===== src/rtl/wb_arbiter.sv =====
// wb_arbiter: writeback arbiter in front of the register file write port.
// It merges the in-order pipeline writeback, which has priority and cannot be
// back-pressured, with results from a long-latency unit (LU). The LU uses a
// valid/ready handshake. LU results wait in an in-order FIFO and drain into
// cycles where the pipeline does not write.
//
// Ports:
//   clock, reset_n           rising-edge clock, synchronous active-low reset
//   pipe_valid/rd/data       pipeline writeback (rd == 0 means no write)
//   lu_valid/ready/rd/data   long-latency result handshake (rd == 0 is dropped)
//   regwrite/write_reg/      registered register-file write port
//   write_data
//   stall_req                asks the pipeline for a bubble so the FIFO head drains
//   busy_mask                registers with a pending LU write (FIFO or output reg)
//   fifo_count               number of buffered LU results
module wb_arbiter #(
    parameter int unsigned DEPTH        = 4,
    parameter int unsigned STARVE_LIMIT = 8
) (
    input  logic                     clock,
    input  logic                     reset_n,
    input  logic                     pipe_valid,
    input  logic [4:0]               pipe_rd,
    input  logic [31:0]              pipe_data,
    input  logic                     lu_valid,
    output logic                     lu_ready,
    input  logic [4:0]               lu_rd,
    input  logic [31:0]              lu_data,
    output logic                     regwrite,
    output logic [4:0]               write_reg,
    output logic [31:0]              write_data,
    output logic                     stall_req,
    output logic [31:0]              busy_mask,
    output logic [$clog2(DEPTH):0]   fifo_count
);

    localparam int unsigned AW = $clog2(DEPTH);
    localparam int unsigned CW = AW + 1;
    localparam int unsigned SW = $clog2(STARVE_LIMIT + 1);
    localparam logic [CW-1:0] FULL_CNT   = CW'(DEPTH);
    localparam logic [SW-1:0] STARVE_MAX = SW'(STARVE_LIMIT);

    logic [4:0]    fifo_rd_q   [DEPTH];
    logic [31:0]   fifo_data_q [DEPTH];

    logic [AW-1:0] wr_ptr_q, wr_ptr_d;
    logic [AW-1:0] rd_ptr_q, rd_ptr_d;
    logic [CW-1:0] count_q, count_d;
    logic [SW-1:0] starve_q, starve_d;

    logic          regwrite_q, regwrite_d;
    logic [4:0]    write_reg_q, write_reg_d;
    logic [31:0]   write_data_q, write_data_d;
    // Set when the output register carries an LU-sourced write.
    logic          lu_src_q, lu_src_d;

    logic          pipe_claim;
    logic          push;
    logic          pop;

    // Readiness comes from the registered count only, so a pop in a full
    // cycle does not open the FIFO until the following cycle.
    assign lu_ready   = (count_q < FULL_CNT);
    assign stall_req  = (starve_q == STARVE_MAX);
    assign fifo_count = count_q;
    assign regwrite   = regwrite_q;
    assign write_reg  = write_reg_q;
    assign write_data = write_data_q;

    always_comb begin
        pipe_claim = pipe_valid && (pipe_rd != '0);
        push       = lu_valid && lu_ready && (lu_rd != '0);
        // Only entries already in the FIFO can pop: no enqueue-to-output bypass.
        pop        = (count_q != '0) && !pipe_claim;

        wr_ptr_d = push ? wr_ptr_q + 1'b1 : wr_ptr_q;
        rd_ptr_d = pop  ? rd_ptr_q + 1'b1 : rd_ptr_q;

        case ({push, pop})
            2'b10:   count_d = count_q + 1'b1;
            2'b01:   count_d = count_q - 1'b1;
            default: count_d = count_q;
        endcase

        if ((count_q == '0) || pop) begin
            starve_d = '0;
        end else if (starve_q != STARVE_MAX) begin
            starve_d = starve_q + 1'b1;
        end else begin
            starve_d = starve_q;
        end

        regwrite_d   = 1'b0;
        write_reg_d  = write_reg_q;
        write_data_d = write_data_q;
        lu_src_d     = 1'b0;
        if (pipe_claim) begin
            regwrite_d   = 1'b1;
            write_reg_d  = pipe_rd;
            write_data_d = pipe_data;
        end else if (pop) begin
            regwrite_d   = 1'b1;
            write_reg_d  = fifo_rd_q[rd_ptr_q];
            write_data_d = fifo_data_q[rd_ptr_q];
            lu_src_d     = 1'b1;
        end
    end

    // Walk the live window starting at the read pointer; slots outside it
    // hold stale data and must not contribute.
    always_comb begin
        busy_mask = '0;
        for (int unsigned i = 0; i < DEPTH; i++) begin
            if (CW'(i) < count_q) begin
                busy_mask = busy_mask | (32'd1 << fifo_rd_q[rd_ptr_q + AW'(i)]);
            end
        end
        if (regwrite_q && lu_src_q) begin
            busy_mask = busy_mask | (32'd1 << write_reg_q);
        end
        busy_mask[0] = 1'b0;
    end

    always_ff @(posedge clock) begin
        if (push) begin
            fifo_rd_q[wr_ptr_q]   <= lu_rd;
            fifo_data_q[wr_ptr_q] <= lu_data;
        end
    end

    always_ff @(posedge clock) begin
        if (!reset_n) begin
            wr_ptr_q     <= '0;
            rd_ptr_q     <= '0;
            count_q      <= '0;
            starve_q     <= '0;
            regwrite_q   <= 1'b0;
            write_reg_q  <= '0;
            write_data_q <= '0;
            lu_src_q     <= 1'b0;
        end else begin
            wr_ptr_q     <= wr_ptr_d;
            rd_ptr_q     <= rd_ptr_d;
            count_q      <= count_d;
            starve_q     <= starve_d;
            regwrite_q   <= regwrite_d;
            write_reg_q  <= write_reg_d;
            write_data_q <= write_data_d;
            lu_src_q     <= lu_src_d;
        end
    end

endmodule


===== config.mk =====
export PLATFORM = sky130hd
export DESIGN_NAME = wb_arbiter
export DESIGN_NICKNAME = d
export VERILOG_FILES = /design/src/rtl/wb_arbiter.sv
export SDC_FILE = /design/constraint.sdc
export NUM_CORES = 1
export LEC_CHECK = 0
export ABC_AREA = 1
export CAP_MARGIN = 40
export CORE_ASPECT_RATIO = 1.1
export CORE_MARGIN = 2
export CORE_UTILIZATION = 50
export CTS_CLUSTER_DIAMETER = 50
export DETAILED_ROUTE_END_ITERATION = 12
export PLACE_DENSITY = 0.85
export SKIP_LAST_GASP = 1
export SLEW_MARGIN = 15
export SYNTH_ARGS = -nofsm -noshare
export SYNTH_HDL_FRONTEND = slang
export SYNTH_SLANG_ARGS = --single-unit

===== constraint.sdc =====
create_clock -name clock -period 2.7 [get_ports clock]
set_input_delay 0.54 -clock clock [delete_from_list [all_inputs] [get_ports clock]]
set_output_delay 0.54 -clock clock [all_outputs]
set_load 0.02 [all_outputs]

# After elaboration in Yosys (flattened, before gate mapping)
# Memories as Yosys holds them, arrays and structs flattened. A register that Yosys moved wholly into a read port is not among the register bits.
# Index checks and enable logic that the tools add are counted.
# W data, S select, Z words.
# word_totals
ff_bits	50
mem_bits_rw	148
input_bits	78
output_inout_bits	75
word_cells	69
mem_count	2
# classes
add_sub_neg	7
n_lt_le_gt_ge	5
eq_ne	4
n_shift	5
n_mux	18
n_bitwise	5
reduce_logical	15
# mem_list
memory	depth	width	read_ports	rd_ports_with_merged_regs	write_ports	line	rtl
fifo_data_q	4	32	1	1	1	44	logic [31:0] fifo_data_q [DEPTH];
fifo_rd_q	4	5	4	1	1	43	logic [4:0] fifo_rd_q [DEPTH];
# op_table
operator	count
$mux W32	7
$shl A1 B5 Y32 const A	5
$or A32 B32 Y32	4
$mux W5	2
$reduce_bool A5 Y1	2
$mux W2	4
$lt A1 B3 Y1 const A	2
$lt A2 B3 Y1 const A	2
$pmux W3 S2	1
$logic_and A1 B1 Y1	5
$add A2 B1 Y2 const B	2
$add A2 B2 Y2 const B	2
$add A4 B1 Y4 const B	1
$eq A4 B4 Y1 const B	1
$mux W1	4
$ne A4 B4 Y1 const B	1
$reduce_bool A2 Y1	2
$reduce_or A2 Y1	2
$add A3 B1 Y3 const B	1
$logic_not A3 Y1	1
$lt A3 B3 Y1 const B	1
$reduce_bool A3 Y1	1
$sub A3 B1 Y3 const B	1
$eq A2 B1 Y1 const B	1
4 further kinds	4

# Longest topological paths before layout
# Gate-level depths: netlist of run 1.
# An unclocked memory read counts as a cell.
# logic_depth
depth_word	11
ltp_mapped	13
depth_no_buf	11

# Least setup slack after synthesis of run 1
# Ideal clock, no wire load.
# synth_path
path_kind	register -> register
startpoint	register count_q[2] (netlist: fifo_count[2])
endpoint	memory fifo_data_q[0][0], enable pin
setup_ns	0.431
t_arrival_ns	2.473
t_required_ns	2.269
path_slack_ns	-0.204
path_stages_with_launch	4
path_buffers	0
period_less_slack_ns	2.904
path_cell_list	dfxtp_1 inv_2 nand3_1 nor2_1
# synth_between
elab_chain_cells	5
# synth_rtl
item	line	rtl
start: declaration	48	logic [CW-1:0] count_q, count_d;
start signal: assignment	144	count_q <= count_d;
$lt A3 B3 Y1	63	assign lu_ready = (count_q < FULL_CNT);
named net lu_ready	26	output logic lu_ready,
$logic_and A1 B1 Y1 (2 in a row)	72	push = lu_valid && lu_ready && (lu_rd != '0);
$mux W1	125	if (push) begin
$mux W1 (not written as such)	127	fifo_data_q[wr_ptr_q] <= lu_data;
end: declaration	44	
# The timed path passes the listed nets, and every way through them passes these cells.

# Final worst setup path of run 1
# layout_path
startpoint	register rd_ptr_q[0]
endpoint	output busy_mask[1]
# layout_between
elab_chain_cells	11
word_cells_on_any_way	15
classes_between	3 x add/sub; 3 x shift; 4 x mux; 4 x bitwise; 1 x memory
# layout_rtl
item	line	rtl
start: declaration	47	logic [AW-1:0] rd_ptr_q, rd_ptr_d;
start signal: assignment	143	rd_ptr_q <= rd_ptr_d;
$add A2 B1 Y2	115	busy_mask = busy_mask | (32'd1 << fifo_rd_q[rd_ptr_q + AW'(i)]);
$mem_v2 Z4 W5 (*)	--	
$shl A1 B5 Y32	115	
$or A32 B32 Y32	115	
$mux W32	114	if (CW'(i) < count_q) begin
$or A32 B32 Y32	115	
$mux W32	114	
$or A32 B32 Y32	115	
$mux W32 (*)	114	
$or A32 B32 Y32	119	busy_mask = busy_mask | (32'd1 << write_reg_q);
$mux W32 (*)	118	if (regwrite_q && lu_src_q) begin
end: declaration	33	output logic [31:0] busy_mask,
# Every way passes the cells marked *; elsewhere a longest branch is shown, timed or not.

==> reports/qor_table.md, run 1 <==
| Result | Reported | Unit |
|---|---|---|
| Outcome | complete, but fails checks | - |
| Failing checks | negative setup slack | - |
| MaxCap Viol Count | 0 | - |
| Worst setup slack after layout | -0.101 | ns |
| Routed via count divided by cell count | 5.52 | - |
| IO Port Bufs | 151 | - |
| Kind of capture point of the worst setup path | output pin | - |
| Synth Register Bits | 200 | - |
| Slew of the pin with the lowest slew margin | 0.679 | ns |
| Flip-flop count of the largest register, all copies and words added | 128 | - |
| Hold WS | 0.499 | ns |
| Global-route total usage across every layer | 30.7 | % |
| Fill cell total of the finished layout | 1,572 | - |
| Io pins | 153 | - |
| Global route overflow | 0 | - |
| Maximum clock rate | 0.357 | GHz |
| DRC violations left | 0 | - |
| Mean instance size in the synthesized netlist | 8.02 | µm² |
| Unrepaired setup endpoints after global routing | true | - |
| Register clock-pin slew on the reported worst setup and hold paths | 0.08 | ns |
| Clock latency reported for the late side of the worst-skew pair | 0.45 | ns |
| Fraction of layout cells with a size suffix above 1 | 20.8 | % |
| Cell type contributing the most total cell area after synthesis | sky130_fd_sc_hd__edfxtp_1 | - |
| Max Transition Viols Final | 0 | - |
| Via count of the first global-routing pass | 10,110 | - |
| Number of buffers on the longest clock path | 2 | - |
| Wire length of the first global-routing pass | 53.0 | mm |
| Max transition margin | 54.7 | % |
| Final worst path period share | 104 | % |
| Count of distinct cell types in the synthesized netlist | 41 | - |
| Layout Nets | 1,643 | - |
| Final Hold Vio Count | 0 | - |
| Synthesized netlist cell count | 1,327 | - |
| Number of detailed-routing iterations run before antenna repair | 8 | - |
| Kind of path behind the tightest hold check | register to register | - |
| Portion of synthesized cell area occupied by the leading cell type | 41.7 | % |
| CTS buffer count | 17 | - |
| Overall routed net length | 34.3 | mm |
| Path type of the worst setup path | register to output pin | - |
| Routed wire length per instance | 18.5 | µm |
| Maximum clock skew at final layout | 0.0224 | ns |
| TritonCTS clock tree | yes | - |
| Number of antenna violations at the first check in global routing | 1 | - |
| H-Tree Depth | 4 | - |
| Cell chosen for the clock root | sky130_fd_sc_hd__clkbuf_16 | - |
| Req. time, crit path | 2.16 | ns |
| Effective utilization at floorplan | 51.4 | % |
| Die Width | 143 | µm |
| Largest fanout on the critical path | 13 | - |
| Min cycle time layout | 2.80 | ns |
| Net count after synthesis | 1,416 | - |
| Leading cell types by total area after synthesis | sky130_fd_sc_hd__edfxtp_1 (42%), sky130_fd_sc_hd__nand2_1 (14%), sky130_fd_sc_hd__dfxtp_1 (9.8%) | - |
| Layout Area Growth over Synthesis | 32.6 | % |
| Post-Route Utilization | 68.1 | % |
| DRT iter0 DRCs | 1,078 | - |
| Part of the Yosys area used for sequential elements | 51.5 | % |
| Data arrival time at the worst-slack endpoint | 2.26 | ns |
| Sink count of the clock tree | 200 | - |
| Worst supply voltage drop on vdd | 601 | µV |
| HPWL reported at the end of detailed placement | 23.9 | mm |
| Category of the worst setup path launch point | register | - |
| Floorplan die height | 157 | µm |
| Antenna-violating nets left | 0 | - |
| Most used cells in the layout excluding fill and tap cells | sky130_fd_sc_hd__nand2_1 (354), sky130_fd_sc_hd__nor2_1 (153), sky130_fd_sc_hd__edfxtp_1 (148), sky130_fd_sc_hd__clkdlybuf4s50_1 (120), sky130_fd_sc_hd__nand3_1 (118) | - |
| PD cells | 989 | mW/mm² |
| Endpoints failing setup | 27 | - |
| Total of warnings raised by yosys | 0 | - |
| Register containing the most flip-flops in the final layout | fifo_data_q | - |
| Die ar. | 0.0225 | mm² |
| Placeable core area | 0.0207 | mm² |
| Number of diodes | 0 | - |
| Synthesized cell area | 0.0106 | mm² |
| Standard-cell row count | 55 | - |
| Last weighted congestion value of the routability-driven placer | 0.958 | - |
| Leak Pwr | 5.95 | nW |
| Number of vias after detailed routing | 10,227 | - |
| Most common cell after layout, fill and taps aside | sky130_fd_sc_hd__nand2_1 | - |
| Maximum number of pins on one net before global-route repair | 65 | - |
logic make-up after synthesis:
group	synth area share, %
other cells	0.0352
simple gates	31.4
fa+ha+maj	1.29
compound gates	8.22
buf+inv	7.28
xor+xnor	0.247
flops	51.5
layout make-up:
class / count / area (µm²) / share of cell area (%)
Sequential cell: 200 / 5490 / 38.9
Multi-Input combinational cell: 957 / 4740 / 33.6
Timing Repair Buffer: 263 / 2480 / 17.6
Inverter: 115 / 447 / 3.16
Clock buffer: 18 / 439 / 3.11
Tap cell: 285 / 357 / 2.53
Clock inverter: 14 / 168 / 1.19
cells in the mapped netlist:
library cell,number
sky130_fd_sc_hd__a21boi_0,2
sky130_fd_sc_hd__a21oi_1,37
sky130_fd_sc_hd__a22o_1,1
sky130_fd_sc_hd__and2_1,3
sky130_fd_sc_hd__buf_1,2
sky130_fd_sc_hd__buf_2,17
sky130_fd_sc_hd__buf_4,10
sky130_fd_sc_hd__buf_6,7
sky130_fd_sc_hd__buf_8,1
sky130_fd_sc_hd__clkbuf_1,17
sky130_fd_sc_hd__clkbuf_2,2
sky130_fd_sc_hd__clkinv_1,1
sky130_fd_sc_hd__conb_1,1
sky130_fd_sc_hd__dfxtp_1,52
sky130_fd_sc_hd__edfxtp_1,148
sky130_fd_sc_hd__ha_1,11
sky130_fd_sc_hd__inv_1,97
sky130_fd_sc_hd__inv_2,15
sky130_fd_sc_hd__inv_4,1
sky130_fd_sc_hd__inv_6,1
sky130_fd_sc_hd__nand2_1,397
sky130_fd_sc_hd__nand2_2,16
sky130_fd_sc_hd__nand2_4,7
sky130_fd_sc_hd__nand3_1,123
sky130_fd_sc_hd__nand3_2,2
sky130_fd_sc_hd__nand3b_1,1
sky130_fd_sc_hd__nand4_1,11
sky130_fd_sc_hd__nor2_1,179
sky130_fd_sc_hd__nor2_2,15
sky130_fd_sc_hd__nor2_4,6
sky130_fd_sc_hd__nor3_1,15
sky130_fd_sc_hd__nor3_2,1
sky130_fd_sc_hd__nor4_1,4
sky130_fd_sc_hd__o211ai_1,11
sky130_fd_sc_hd__o21a_1,1
sky130_fd_sc_hd__o21ai_0,87
sky130_fd_sc_hd__o21ai_1,2
sky130_fd_sc_hd__o21ai_2,2
sky130_fd_sc_hd__o22ai_1,18
sky130_fd_sc_hd__xnor2_1,1
sky130_fd_sc_hd__xor2_1,2
worst paths after layout:
kind / slack, ns / depth (start not counted) / to / start
min reg2reg: 0.50 / 2 / write_data[10] / write_data[10]
min: 0.50 / 2 / write_data[10] / write_data[10]
max: -0.10 / 15 / busy_mask[1] / rd_ptr_q[0]
max reg2reg: 0.63 / 11 / fifo_count[2] / fifo_count[0]
where the power goes:
group	switching [mW]	internal, mW
logic	4.67	2.77
clock network	1.28	1.28
registers	0.220	3.74
layer usage:
metal | vias up | routed length [µm] | GRT usage (%)
met5 | - | 13 | 0
met4 | 2 | 1560 | 14.9
met3 | 91 | 2700 | 4.44
met2 | 576 | 17000 | 54.1
met1 | 4737 | 13000 | 37.0
li1 | 4821 | - | -
through the flow:
stage / instance area [µm²] / setup WS, ns / instances / setup TNS (ns) / power (mW)
2_1_floorplan: 10600 / -0.204 / 1327 / -30.25 / 7.95
3_3_place_gp: 13000 / -0.108 / 1803 / -1.12 / 10.4
3_5_place_dp: 13000 / -0.102 / 1803 / -1.49 / 10.5
4_1_cts: 13900 / -0.0341 / 1847 / -0.256 / 13.6
5_1_grt: 14100 / -0.234 / 1852 / -5.18 / 14.7
6_report: 14100 / -0.101 / 1852 / -1.05 / 14.0
worst max-delay path, cell delays in order (launching register included):
cell                      delay [ns]
sky130_fd_sc_hd__dfxtp_2        0.33
sky130_fd_sc_hd__buf_6          0.13
sky130_fd_sc_hd__inv_8          0.08
sky130_fd_sc_hd__buf_12         0.13
sky130_fd_sc_hd__nand2_1        0.05
sky130_fd_sc_hd__nand2_1        0.09
sky130_fd_sc_hd__nand2_1        0.08
sky130_fd_sc_hd__o21ai_2        0.08
sky130_fd_sc_hd__inv_2          0.12
sky130_fd_sc_hd__nor2_4         0.24
sky130_fd_sc_hd__buf_6          0.13
sky130_fd_sc_hd__nand2_2        0.06
sky130_fd_sc_hd__nand2_1        0.07
sky130_fd_sc_hd__inv_1          0.04
sky130_fd_sc_hd__nand2_2        0.06
sky130_fd_sc_hd__buf_6          0.12
what timing repair did:
item	CTS	global route
hold buffers	0	0
pin swaps	22	21
endpoints found under the setup margin	31	31
setup buffers	11	4
cloned	1	1
gates resized for setup	232	42
hold endpoints to repair	0	0
(Power assumes the default switching activity.)
==> run 2, diff against run 1 <==
Settings changed: SETUP_SLACK_MARGIN set to 0.5.
==> reports/qor_table.md, run 2 (synthesis results as in run 1) <==
| Result | Reported | Unit | Delta |
|---|---|---|---|
| Outcome | complete, but fails checks | - |  |
| Failing checks | negative setup slack | - |  |
| Cell chosen for the clock root | sky130_fd_sc_hd__clkbuf_16 | - |  |
| Final worst path period share | 105 | % | +1.3 points |
| Worst supply voltage drop on vdd | 673 | µV | +12% |
| Layout Area Growth over Synthesis | 34.8 | % |  |
| Overall routed net length | 33.6 | mm | -2.0% |
| Maximum number of pins on one net before global-route repair | 65 | - | unchanged |
| Worst setup slack after layout | -0.135 | ns | -0.0342 ns |
| Die ar. | 0.0225 | mm² | unchanged |
| Routed via count divided by cell count | 5.52 | - | about the same |
| Unrepaired setup endpoints after global routing | true | - |  |
| Clock latency reported for the late side of the worst-skew pair | 0.43 | ns | -0.02 ns |
| Number of detailed-routing iterations run before antenna repair | 7 | - | -1 |
| Number of vias after detailed routing | 10,218 | - | -0.088% |
| Area after DPL | 0.0130 | mm² | -0.46% |
| Number of antenna violations at the first check in global routing | 0 | - | -1 |
| Max transition margin | 55.2 | % | +0.45 points |
| Kind of path behind the tightest hold check | register to register | - |  |
| Layout Nets | 1,641 | - | -0.12% |
| Register clock-pin slew on the reported worst setup and hold paths | 0.07 | ns | about the same |
| Internal power consumption | 7.84 | mW | +0.67% |
| Flip-flop count of the largest register, all copies and words added | 128 | - | unchanged |
| Portion of total power attributed to combinational logic | 55.2 | % | +1.9 points |
| Summed area of non-filler cells in the final layout | 0.0143 | mm² | +1.6% |
| Die Width | 143 | µm | unchanged |
| Register-to-register path setup slack | 0.69 | ns | +0.06 ns |
| Req. time, crit path | 2.16 | ns | about the same |
| Max Transition Viols Final | 0 | - | unchanged |
| Number of buffers on the longest clock path | 2 | - | unchanged |
| H-Tree Depth | 4 | - | unchanged |
| HPWL reported at the end of detailed placement | 23.4 | mm | -2.3% |
| Fraction of layout cells with a size suffix above 1 | 22.2 | % | +1.4 points |
| Maximum clock skew at final layout | 0.0122 | ns | -0.0102 ns |
| Reported net switching power | 6.33 | mW | +2.7% |
| Endpoints failing setup | 30 | - | +11% |
| Cell count of the worst hold path | 2 | - | unchanged |
| PD cells | 988 | mW/mm² | about the same |
| Hold WS | 0.472 | ns | -0.0271 ns |
| Cells on worst reg2reg path | 12 | - | +1 |
| Kind of capture point of the worst setup path | output pin | - |  |
| Post-place setup slack | -0.149 | ns | -0.0465 ns |
| DRT iter0 DRCs | 1,066 | - | -1.1% |
| Last weighted congestion value of the routability-driven placer | 1.01 | - | +4.9% |
| CTS buffer count | 17 | - | unchanged |
| Placeable core area | 0.0207 | mm² | unchanged |
| Global route overflow | 0 | - | unchanged |
| TritonCTS clock tree | yes | - |  |
| Effective utilization at floorplan | 51.4 | % | unchanged |
| Largest fanout on the critical path | 16 | - | +3 |
| Maximum clock rate | 0.353 | GHz | -1.2% |
| Leak Pwr | 6.02 | nW | +1.0% |
| DRC violations left | 0 | - | unchanged |
| Most common cell after layout, fill and taps aside | sky130_fd_sc_hd__nand2_1 | - |  |
| Global-route total usage across every layer | 29.8 | % | -0.97 points |
| Worst hold endpoint | write_data[16] | - |  |
| Number of diodes | 0 | - | unchanged |
| IO Port Bufs | 151 | - | unchanged |
| Register containing the most flip-flops in the final layout | fifo_data_q | - |  |
| Standard-cell row count | 55 | - | unchanged |
| Worst hold start | write_data[16] | - |  |
| Io pins | 153 | - | unchanged |
| Worst reg2reg endpoint | fifo_count[2] | - |  |
| Final Hold Vio Count | 0 | - | unchanged |
| Path type of the worst setup path | register to output pin | - |  |
| Power Total | 14.2 | mW | +1.6% |
| Clock Power Share | 17.0 | % | -1.4 points |
| Part of the power in registers | 27.8 | % | -0.5 points |
| Sink count of the clock tree | 200 | - | unchanged |
| Category of the worst setup path launch point | register | - |  |
| Min cycle time layout | 2.84 | ns | +0.0342 ns |
| MaxCap Viol Count | 0 | - | unchanged |
| Floorplan die height | 157 | µm | unchanged |
| Net switching fraction of the power | 44.7 | % | +0.49 points |
| Data arrival time at the worst-slack endpoint | 2.30 | ns | +0.04 ns |
| Post-Route Utilization | 69.3 | % | +1.1 points |
| Slew of the pin with the lowest slew margin | 0.672 | ns | -0.00678 ns |
| Via count of the first global-routing pass | 9,878 | - | -2.3% |
| Wire length of the first global-routing pass | 51.3 | mm | -3.2% |
| Antenna-violating nets left | 0 | - | unchanged |
| Routed wire length per instance | 18.2 | µm | -1.9% |
| Worst flop-to-flop path startpoint | fifo_count[0] | - |  |
| Most used cells in the layout excluding fill and tap cells | sky130_fd_sc_hd__nand2_1 (349), sky130_fd_sc_hd__edfxtp_1 (148), sky130_fd_sc_hd__nor2_1 (143), sky130_fd_sc_hd__clkdlybuf4s50_1 (117), sky130_fd_sc_hd__nand3_1 (112) | - |  |
-- run 2: cell count changes in the layout (fill, tap and decap cells not counted), moves of 5 or more --
cell	previous run	this run
sky130_fd_sc_hd__nor2_4	21	27
sky130_fd_sc_hd__nor2_2	26	31
sky130_fd_sc_hd__nor2_1	153	143
sky130_fd_sc_hd__nand2_4	13	18
sky130_fd_sc_hd__nand2_1	354	349
sky130_fd_sc_hd__nand3_2	6	12
sky130_fd_sc_hd__buf_2	7	2
sky130_fd_sc_hd__nand3_1	118	112
-- run 2: cell type report --
class,count,area [µm²]
multi-input cells,959,4970
fillers,1594,6370
repair buffers,259,2500
inverters,115,464
flip-flops and latches,200,5490
well taps,285,357
clock inverters,14,136
clock buffers,18,429
-- run 2: what timing repair did --
action	4_1_cts	5_1_grt
pin swaps	34	27
gates resized for setup	268	67
setup buffers	13	11
gates cloned	2	2
endpoints found under the setup margin	32	35
hold buffers	0	0
-- run 2: worst max path at each step --
stage / slack (ns) / end / startpoint / depth (start not counted)
2_1_floorplan: 0.34 / fifo_data_q[0][0] / fifo_count[2] / 3
3_3_place_gp: -0.14 / busy_mask[23] / rd_ptr_q[0] / 12
3_5_place_dp: -0.15 / busy_mask[23] / rd_ptr_q[0] / 12
4_1_cts: -0.01 / busy_mask[10] / rd_ptr_q[0] / 13
5_1_grt: -0.24 / busy_mask[8] / rd_ptr_q[0] / 12
6_report: -0.14 / busy_mask[8] / rd_ptr_q[0] / 12
-- run 2: worst max-delay path, cell delays in order, from the launching register on --
cell                       delay [ns]
sky130_fd_sc_hd__dfxtp_2         0.34
sky130_fd_sc_hd__buf_12          0.16
sky130_fd_sc_hd__inv_12          0.07
sky130_fd_sc_hd__nand2_1         0.14
sky130_fd_sc_hd__nand2_4         0.09
sky130_fd_sc_hd__o21ai_4         0.21
sky130_fd_sc_hd__clkinv_4        0.12
sky130_fd_sc_hd__buf_12          0.14
sky130_fd_sc_hd__nand3_1         0.16
sky130_fd_sc_hd__nor2_1          0.09
sky130_fd_sc_hd__nor2_1          0.09
sky130_fd_sc_hd__nand2_1         0.09
sky130_fd_sc_hd__buf_6           0.15
-- run 2: metrics by stage --
| stage | instances | setup TNS (ns) |
|---|---|---|
| 4_1_cts | 1837 | -0.0470 |
| 2_1_floorplan | 1327 | 0 |
| 3_3_place_gp | 1790 | -1.95 |
| 6_report | 1850 | -2.16 |
| 3_5_place_dp | 1790 | -2.24 |
| 5_1_grt | 1850 | -5.05 |
-- run 2: power groups by stage --
stage / logic (mW) / registers [mW] / clock network [mW]
2_1_floorplan: 3.80 / 4.15 / 0
3_3_place_gp: 6.35 / 3.97 / 0
3_5_place_dp: 6.44 / 3.99 / 0
4_1_cts: 7.19 / 3.94 / 2.43
5_1_grt: 8.42 / 3.98 / 2.55
6_report: 7.83 / 3.94 / 2.41
-- run 2: routing by layer --
layer | track usage (%) | vias up | part of all wire (%)
li1 | - | 4820 | -
met1 | 35.8 | 4772 | 38
met2 | 51.8 | 537 | 50
met3 | 5.45 | 89 | 8.0
met4 | 14.0 | 0 | 4.3
met5 | 0 | - | 0
